===== src/rtl/f1_pkg.sv =====
// Shared types and constants for the F1 reaction timer.
package f1_pkg;

    typedef enum logic [2:0] {
        IDLE  = 3'd0,
        ARMED = 3'd1,
        HOLD  = 3'd2,
        GO    = 3'd3,
        DONE  = 3'd4,
        FALSE = 3'd5
    } state_t;

    localparam logic [7:0] ALL_ON  = 8'hFF;
    localparam logic [7:0] ALL_OFF = 8'h00;

    // x^7+x^3+1: feedback from bits 6 and 2
    localparam logic [6:0] LFSR_TAPS = 7'h44;
    localparam logic [6:0] LFSR_SEED = 7'h01;

endpackage


===== src/rtl/lfsr7.sv =====
// Free-running Fibonacci LFSR used to randomise the lights-out hold.
module lfsr7
    import f1_pkg::*;
#(
    parameter int unsigned W = 7
) (
    input  logic         clk,
    input  logic         rst_n,
    output logic [W-1:0] q
);

    localparam logic [W-1:0] TAPS = W'(LFSR_TAPS);
    localparam logic [W-1:0] SEED = W'(LFSR_SEED);

    logic [W-1:0] r_q;

    // Shift every cycle; nonzero seed keeps the register out of the all-zero lockup.
    always_ff @(posedge clk or negedge rst_n) begin
        if (!rst_n) begin
            r_q <= SEED;
        end else begin
            r_q <= {r_q[W-2:0], ^(r_q & TAPS)};
        end
    end

    assign q = r_q;

endmodule


===== src/rtl/f1_reaction_timer.sv =====
// F1 reaction timer: waits for all lights, random hold, lights out, times the button.
module f1_reaction_timer
    import f1_pkg::*;
#(
    parameter int unsigned WIDTH     = 16,
    parameter int unsigned LFSR_W    = 7,
    parameter int unsigned MIN_DELAY = 200
) (
    input  logic             clk,
    input  logic             rst,
    input  logic             tick,
    input  logic             start,
    input  logic [7:0]       lights_in,
    input  logic             btn,
    output logic [7:0]       lights_out,
    output logic [WIDTH-1:0] result,
    output logic             result_valid,
    output logic             false_start,
    output logic             busy
);

    localparam logic [WIDTH-1:0] CNT_MAX = {WIDTH{1'b1}};

    state_t             r_state;
    logic [WIDTH-1:0]   r_delay;
    logic [WIDTH-1:0]   r_count;
    logic [WIDTH-1:0]   r_result;
    logic               r_result_valid;
    logic               r_false_start;
    logic               r_busy;
    logic [7:0]         r_lights_out;
    logic               r_btn_q;

    state_t             w_state_nxt;
    logic [WIDTH-1:0]   w_delay_nxt;
    logic [WIDTH-1:0]   w_count_nxt;
    logic [WIDTH-1:0]   w_result_nxt;
    logic               w_valid_nxt;
    logic               w_fs_nxt;
    logic               w_busy_nxt;
    logic [7:0]         w_lights_nxt;
    logic [LFSR_W-1:0]  w_lfsr;
    logic               w_press;

    lfsr7 #(.W(LFSR_W)) u_lfsr (
        .clk   (clk),
        .rst_n (rst),
        .q     (w_lfsr)
    );

    assign w_press = btn & ~r_btn_q;

    // State, counters and registered outputs.
    always_ff @(posedge clk or negedge rst) begin
        if (!rst) begin
            r_state        <= IDLE;
            r_delay        <= '0;
            r_count        <= '0;
            r_result       <= '0;
            r_result_valid <= 1'b0;
            r_false_start  <= 1'b0;
            r_busy         <= 1'b0;
            r_lights_out   <= ALL_OFF;
            r_btn_q        <= 1'b0;
        end else begin
            r_state        <= w_state_nxt;
            r_delay        <= w_delay_nxt;
            r_count        <= w_count_nxt;
            r_result       <= w_result_nxt;
            r_result_valid <= w_valid_nxt;
            r_false_start  <= w_fs_nxt;
            r_busy         <= w_busy_nxt;
            r_lights_out   <= w_lights_nxt;
            r_btn_q        <= btn;
        end
    end

    // Next-state and next-output logic; outputs follow the state being entered.
    always_comb begin
        w_state_nxt  = r_state;
        w_delay_nxt  = r_delay;
        w_count_nxt  = r_count;
        w_result_nxt = r_result;
        w_valid_nxt  = r_result_valid;
        w_fs_nxt     = r_false_start;
        w_busy_nxt   = 1'b0;
        w_lights_nxt = ALL_OFF;

        case (r_state)
            IDLE, DONE, FALSE: begin
                if (start) begin
                    w_state_nxt  = ARMED;
                    w_result_nxt = '0;
                    w_valid_nxt  = 1'b0;
                    w_fs_nxt     = 1'b0;
                end
            end
            ARMED: begin
                if (w_press) begin
                    w_state_nxt  = FALSE;
                    w_result_nxt = '0;
                    w_fs_nxt     = 1'b1;
                end else if (lights_in == ALL_ON) begin
                    w_state_nxt = HOLD;
                    w_delay_nxt = WIDTH'(MIN_DELAY) + WIDTH'(w_lfsr);
                end
            end
            HOLD: begin
                if (w_press) begin
                    w_state_nxt  = FALSE;
                    w_result_nxt = '0;
                    w_fs_nxt     = 1'b1;
                end else if (tick) begin
                    if (r_delay == '0) begin
                        w_state_nxt = GO;
                        w_count_nxt = '0;
                    end else begin
                        w_delay_nxt = r_delay - WIDTH'(1);
                    end
                end
            end
            GO: begin
                // A press on a tick cycle reports the count before that tick.
                if (w_press) begin
                    w_state_nxt  = DONE;
                    w_result_nxt = r_count;
                    w_valid_nxt  = 1'b1;
                end else if (tick && (r_count != CNT_MAX)) begin
                    w_count_nxt = r_count + WIDTH'(1);
                end
            end
            default: begin
                w_state_nxt = IDLE;
            end
        endcase

        case (w_state_nxt)
            ARMED: begin
                w_busy_nxt   = 1'b1;
                w_lights_nxt = lights_in;
            end
            HOLD: begin
                w_busy_nxt   = 1'b1;
                w_lights_nxt = ALL_ON;
            end
            GO: begin
                w_busy_nxt   = 1'b1;
            end
            default: begin
                w_busy_nxt   = 1'b0;
            end
        endcase
    end

    assign lights_out   = r_lights_out;
    assign result       = r_result;
    assign result_valid = r_result_valid;
    assign false_start  = r_false_start;
    assign busy         = r_busy;

endmodule

===== config.mk =====
export PLATFORM = sky130hd
export DESIGN_NAME = f1_reaction_timer
export DESIGN_NICKNAME = d
export VERILOG_FILES = /design/src/rtl/f1_pkg.sv /design/src/rtl/lfsr7.sv /design/src/rtl/f1_reaction_timer.sv
export SDC_FILE = /design/constraint.sdc
export NUM_CORES = 1
export LEC_CHECK = 0
export ABC_AREA = 1
export CAP_MARGIN = 40
export CELL_PAD_IN_SITES_DETAIL_PLACEMENT = 1
export CELL_PAD_IN_SITES_GLOBAL_PLACEMENT = 1
export CORE_MARGIN = 2
export CORE_UTILIZATION = 45
export DETAILED_ROUTE_END_ITERATION = 8
export GPL_ROUTABILITY_DRIVEN = 0
export PLACE_DENSITY_LB_ADDON = 0.1
export SLEW_MARGIN = 20
export SYNTH_ARGS = -nofsm -noshare
export SYNTH_HDL_FRONTEND = slang
export SYNTH_HIERARCHICAL = 1
export SYNTH_SLANG_ARGS = --single-unit

===== constraint.sdc =====
create_clock -name clk -period 4.8 [get_ports clk]
set_clock_uncertainty 0.1 [all_clocks]
set_input_delay 0.96 -clock clk [delete_from_list [all_inputs] [get_ports clk]]
set_output_delay 0.96 -clock clk [all_outputs]
set_load 0.02 [all_outputs]

==> results by group <==
Setup path
  • Startpoint Class: input port
  • Worst reg-to-reg path cell count: 7
  • CP max stage delay: 0.53 ns
  • Critical path arrival: 3.06 ns
  • Top cell by count, worst path: nand2_1
  • Critical Path RT: 4.99 ns
  • Setup CP Type: in2reg
  • Maximum fanout along the worst path: 21
  • FF-to-FF Start: r_state[2]
  • Worst-path cell chain: clkdlybuf4s50_1 > nand2_1 > nor2_1 > nand2_1 > o21ai_0 > nand4_2 > inv_2 > nand2_1 > nand2_1
  • Reg2Reg Capture Point: r_delay[10]
  • CP Capture Type: flop
  • Slowest CP cell: nand4_2
  • Reg2Reg Setup Slack: 2.26 ns

Finish
  • Final Cell Area: 4440 µm²
  • Final design utilization: 0.543
  • N_diodes: 0
  • Layout cells sized above 1: 0.0840
  • NumNets Final: 547
  • P&R area growth vs syn: 17.7%

STA
  • RSZ-0062 raised after global routing: false
  • Fmax: 349 MHz
  • Final hold vios: 0
  • Minimum clock period after layout: 2.86 ns
  • Setup TNS: 0 ns
  • Endpoints failing setup: 0
  • Final count of pins violating max slew: 0
  • Final period util: 0.597
  • Slew @ Worst Pin: 0.598 ns
  • Max-slew headroom: 0.600

Yosys
  • Synthesis-stage register bit count: 70
  • Synth warn: 6
  • Sequential-to-total area share from yosys stat: 0.464
  • EDFF count, synth: 0
  • Synth Area in XOR/XNOR: 0.0487
  • Fraction of registers with async set/reset: 1.00
  • Synthesized instance count: 492
  • Combinational family with the most area after synthesis: simple AND/OR/NAND/NOR gates
  • Yosys cell types: 33
  • Mean post-synth cell area: 7.67 µm²
  • Syn nets: 508
  • Ys flop type: dfrtp_1
  • Synth Area in Adders: 0.00994
  • Compound-Gate Fraction of Synth Area: 0.0746
  • Post-synthesis mux area share: 0.00265
  • Simple-Gate Fraction of Synth Area: 0.341
  • Cell area after synthesis: 3770 µm²

Global routing
  • Pin count of the biggest net entering global routing: 38
  • GRT overflow: 0
  • First-pass GRT wire length: 16700 µm
  • Global-route usage over all layers: 0.239
  • Antenna violations before repair: 0
  • Number of global-route vias before repair: 3471

Detailed routing
  • Vias: 3362
  • Number of nets still failing antenna checks after routing: 0
  • Drt pass-1 iters: 4
  • Routed vias/inst: 5.24
  • DR iter-0 viols: 144
  • Post-Route WL: 10000 µm
  • Routed WL per cell: 15.6 µm
  • Drt drc: 0

Clock tree
  • Post-CTS Hold Buffers: 0
  • CTS tree: done
  • Clock-pin transition on the worst setup and hold timing paths: 0.08 ns
  • Total setup buffers inserted after CTS: 0
  • H-tree depth: 3
  • Max clock buf depth: 2
  • CTS sink cnt: 70
  • Worst-Skew Late Latency: 0.36 ns
  • Root buf cell: clkbuf_8
  • Cts repair resizes: 0
  • Total CTS buffers: 9

Pwr
  • Seq pwr share: 0.398
  • Logic gate share of total power: 0.303
  • Pwr Total: 1.70 mW
  • Cell-internal power: 1.08 mW
  • Pleak: 2.16 nW
  • Part of the power in the clock network: 0.299
  • Sw Ratio: 0.365
  • Pwr dens: 382 nW/µm²
  • P_sw: 620 µW
  • Worst vdd ir: 0.167 mV

Floorplan
  • Die Span Y: 95.6 µm
  • # IOs: 40
  • Starting Density: 0.462
  • Die X: 95.6 µm
  • FP Rows: 33
  • Core Area: 8180 µm²
  • Die Area: 9140 µm²

Hold path
  • Sink of the worst hold path: u_lfsr/q[2]
  • Hold Crit Depth: 0
  • Hold/Removal Path Class: reg2reg
  • Hold path startpoint: u_lfsr/q[1]

Place
  • Placed Area: 4220 µm²
  • Post-DP HPWL: 7240 µm
  • I/O Buffers: 39

Run status
  • Status: finished clean

Run
  • Max Cap Viol: 0
==> final cells by class <==
type / count / area [µm²]
clock buffers: 11 / 151
well taps: 105 / 131
multi-input cells: 374 / 1800
flip-flops and latches: 70 / 1750
repair buffers: 42 / 424
clock inverters: 5 / 56.3
fillers: 1028 / 3730
inverters: 34 / 128
==> cells in the mapped netlist, types with 3 or more instances <==
cell | number | area share
buf_6 | 4 | 0.012
nor2_1 | 61 | 0.061
dfrtp_1 | 69 | 0.46
xor2_1 | 14 | 0.032
buf_2 | 4 | 0.0053
nand4_1 | 5 | 0.0083
ha_1 | 3 | 0.0099
o21ai_1 | 8 | 0.011
nand3_2 | 4 | 0.011
nor2_4 | 3 | 0.0089
nor2_2 | 4 | 0.0066
nand3_1 | 42 | 0.056
xnor2_1 | 7 | 0.016
inv_1 | 29 | 0.029
inv_2 | 5 | 0.0050
nand2_2 | 3 | 0.0050
o21ai_0 | 33 | 0.044
nand2_1 | 172 | 0.17
clkbuf_1 | 3 | 0.0030
==> logic make-up after synthesis <==
family	Yosys count
AOI/OAI and AO/OA	49
xor gates and xnor gates	21
muxes	1
adders and majority gates	3
buffers and inverters	48
DFF	70
and+or+nand+nor	300
==> critical path, delay by kind of cell <==
kind	cells	cell delay [ns]
simple gates	6	0.95
buf+inv	2	0.89
compound gates	1	0.25
==> how the worst max path moves through the flow <==
stage                       startpoint           to  slack [ns]  cells past startpoint
after floorplan                    btn   result[10]        2.68                      9
after global placement    lights_in[3]   r_delay[5]        1.65                      9
after detailed placement  lights_in[0]  r_delay[14]        1.56                      9
after CTS                 lights_in[0]  r_delay[10]        1.93                      9
after global routing      lights_in[2]   r_delay[7]        1.73                      9
final                     lights_in[0]  r_delay[10]        1.94                      9
==> cell usage in the layout (no fill, tap or decap), types with 3 or more instances in the layout <==
master | Yosys | layout
xnor2_1 | 7 | 7
ha_1 | 3 | 3
inv_2 | 5 | 5
nand4_1 | 5 | 5
nand3_1 | 42 | 42
xor2_1 | 14 | 14
nor2_4 | 3 | 3
o21ai_0 | 33 | 33
nor2_1 | 61 | 61
nand2_1 | 172 | 172
dfrtp_1 | 69 | 69
nor2_2 | 4 | 4
clkbuf_8 | 0 | 11
o21ai_1 | 8 | 8
inv_1 | 29 | 29
nand2_2 | 3 | 3
clkdlybuf4s50_1 | 0 | 38
nand3_2 | 4 | 4
==> metal layers <==
layer / vias up / global-route usage / routed length [µm]
met4: 0 / 0.107 / 221
met5: - / 0 / 0
li1: 1640 / - / -
met3: 17 / 0.0356 / 199
met1: 1673 / 0.297 / 4460
met2: 32 / 0.409 / 5130
==> power groups by stage <==
stage	logic (mW)	registers, mW	clock network, mW
detailed placement	0.516	0.688	0
global placement	0.498	0.686	0
floorplan	0.315	0.723	0
finish	0.515	0.676	0.508
CTS	0.520	0.677	0.519
global route	0.571	0.682	0.541
==> per-stage QoR <==
step / hold WS [ns] / std cells / worst slack (ns)
floorplan: 0.249 / 492 / 2.68
global placement: 0.274 / 623 / 1.65
detailed placement: 0.268 / 624 / 1.56
CTS: 0.290 / 640 / 1.93
global route: 0.297 / 641 / 1.73
finish: 0.290 / 641 / 1.94
==> state kept, by name (all words and copies together), names as in the netlist <==
name          cells
result_valid      1
false_start       1
lights_out        8
r_btn_q           1
r_state           3
result           16
r_delay          16
u_lfsr/q          7
r_count          16
busy              1
(Power assumes the default switching activity.)
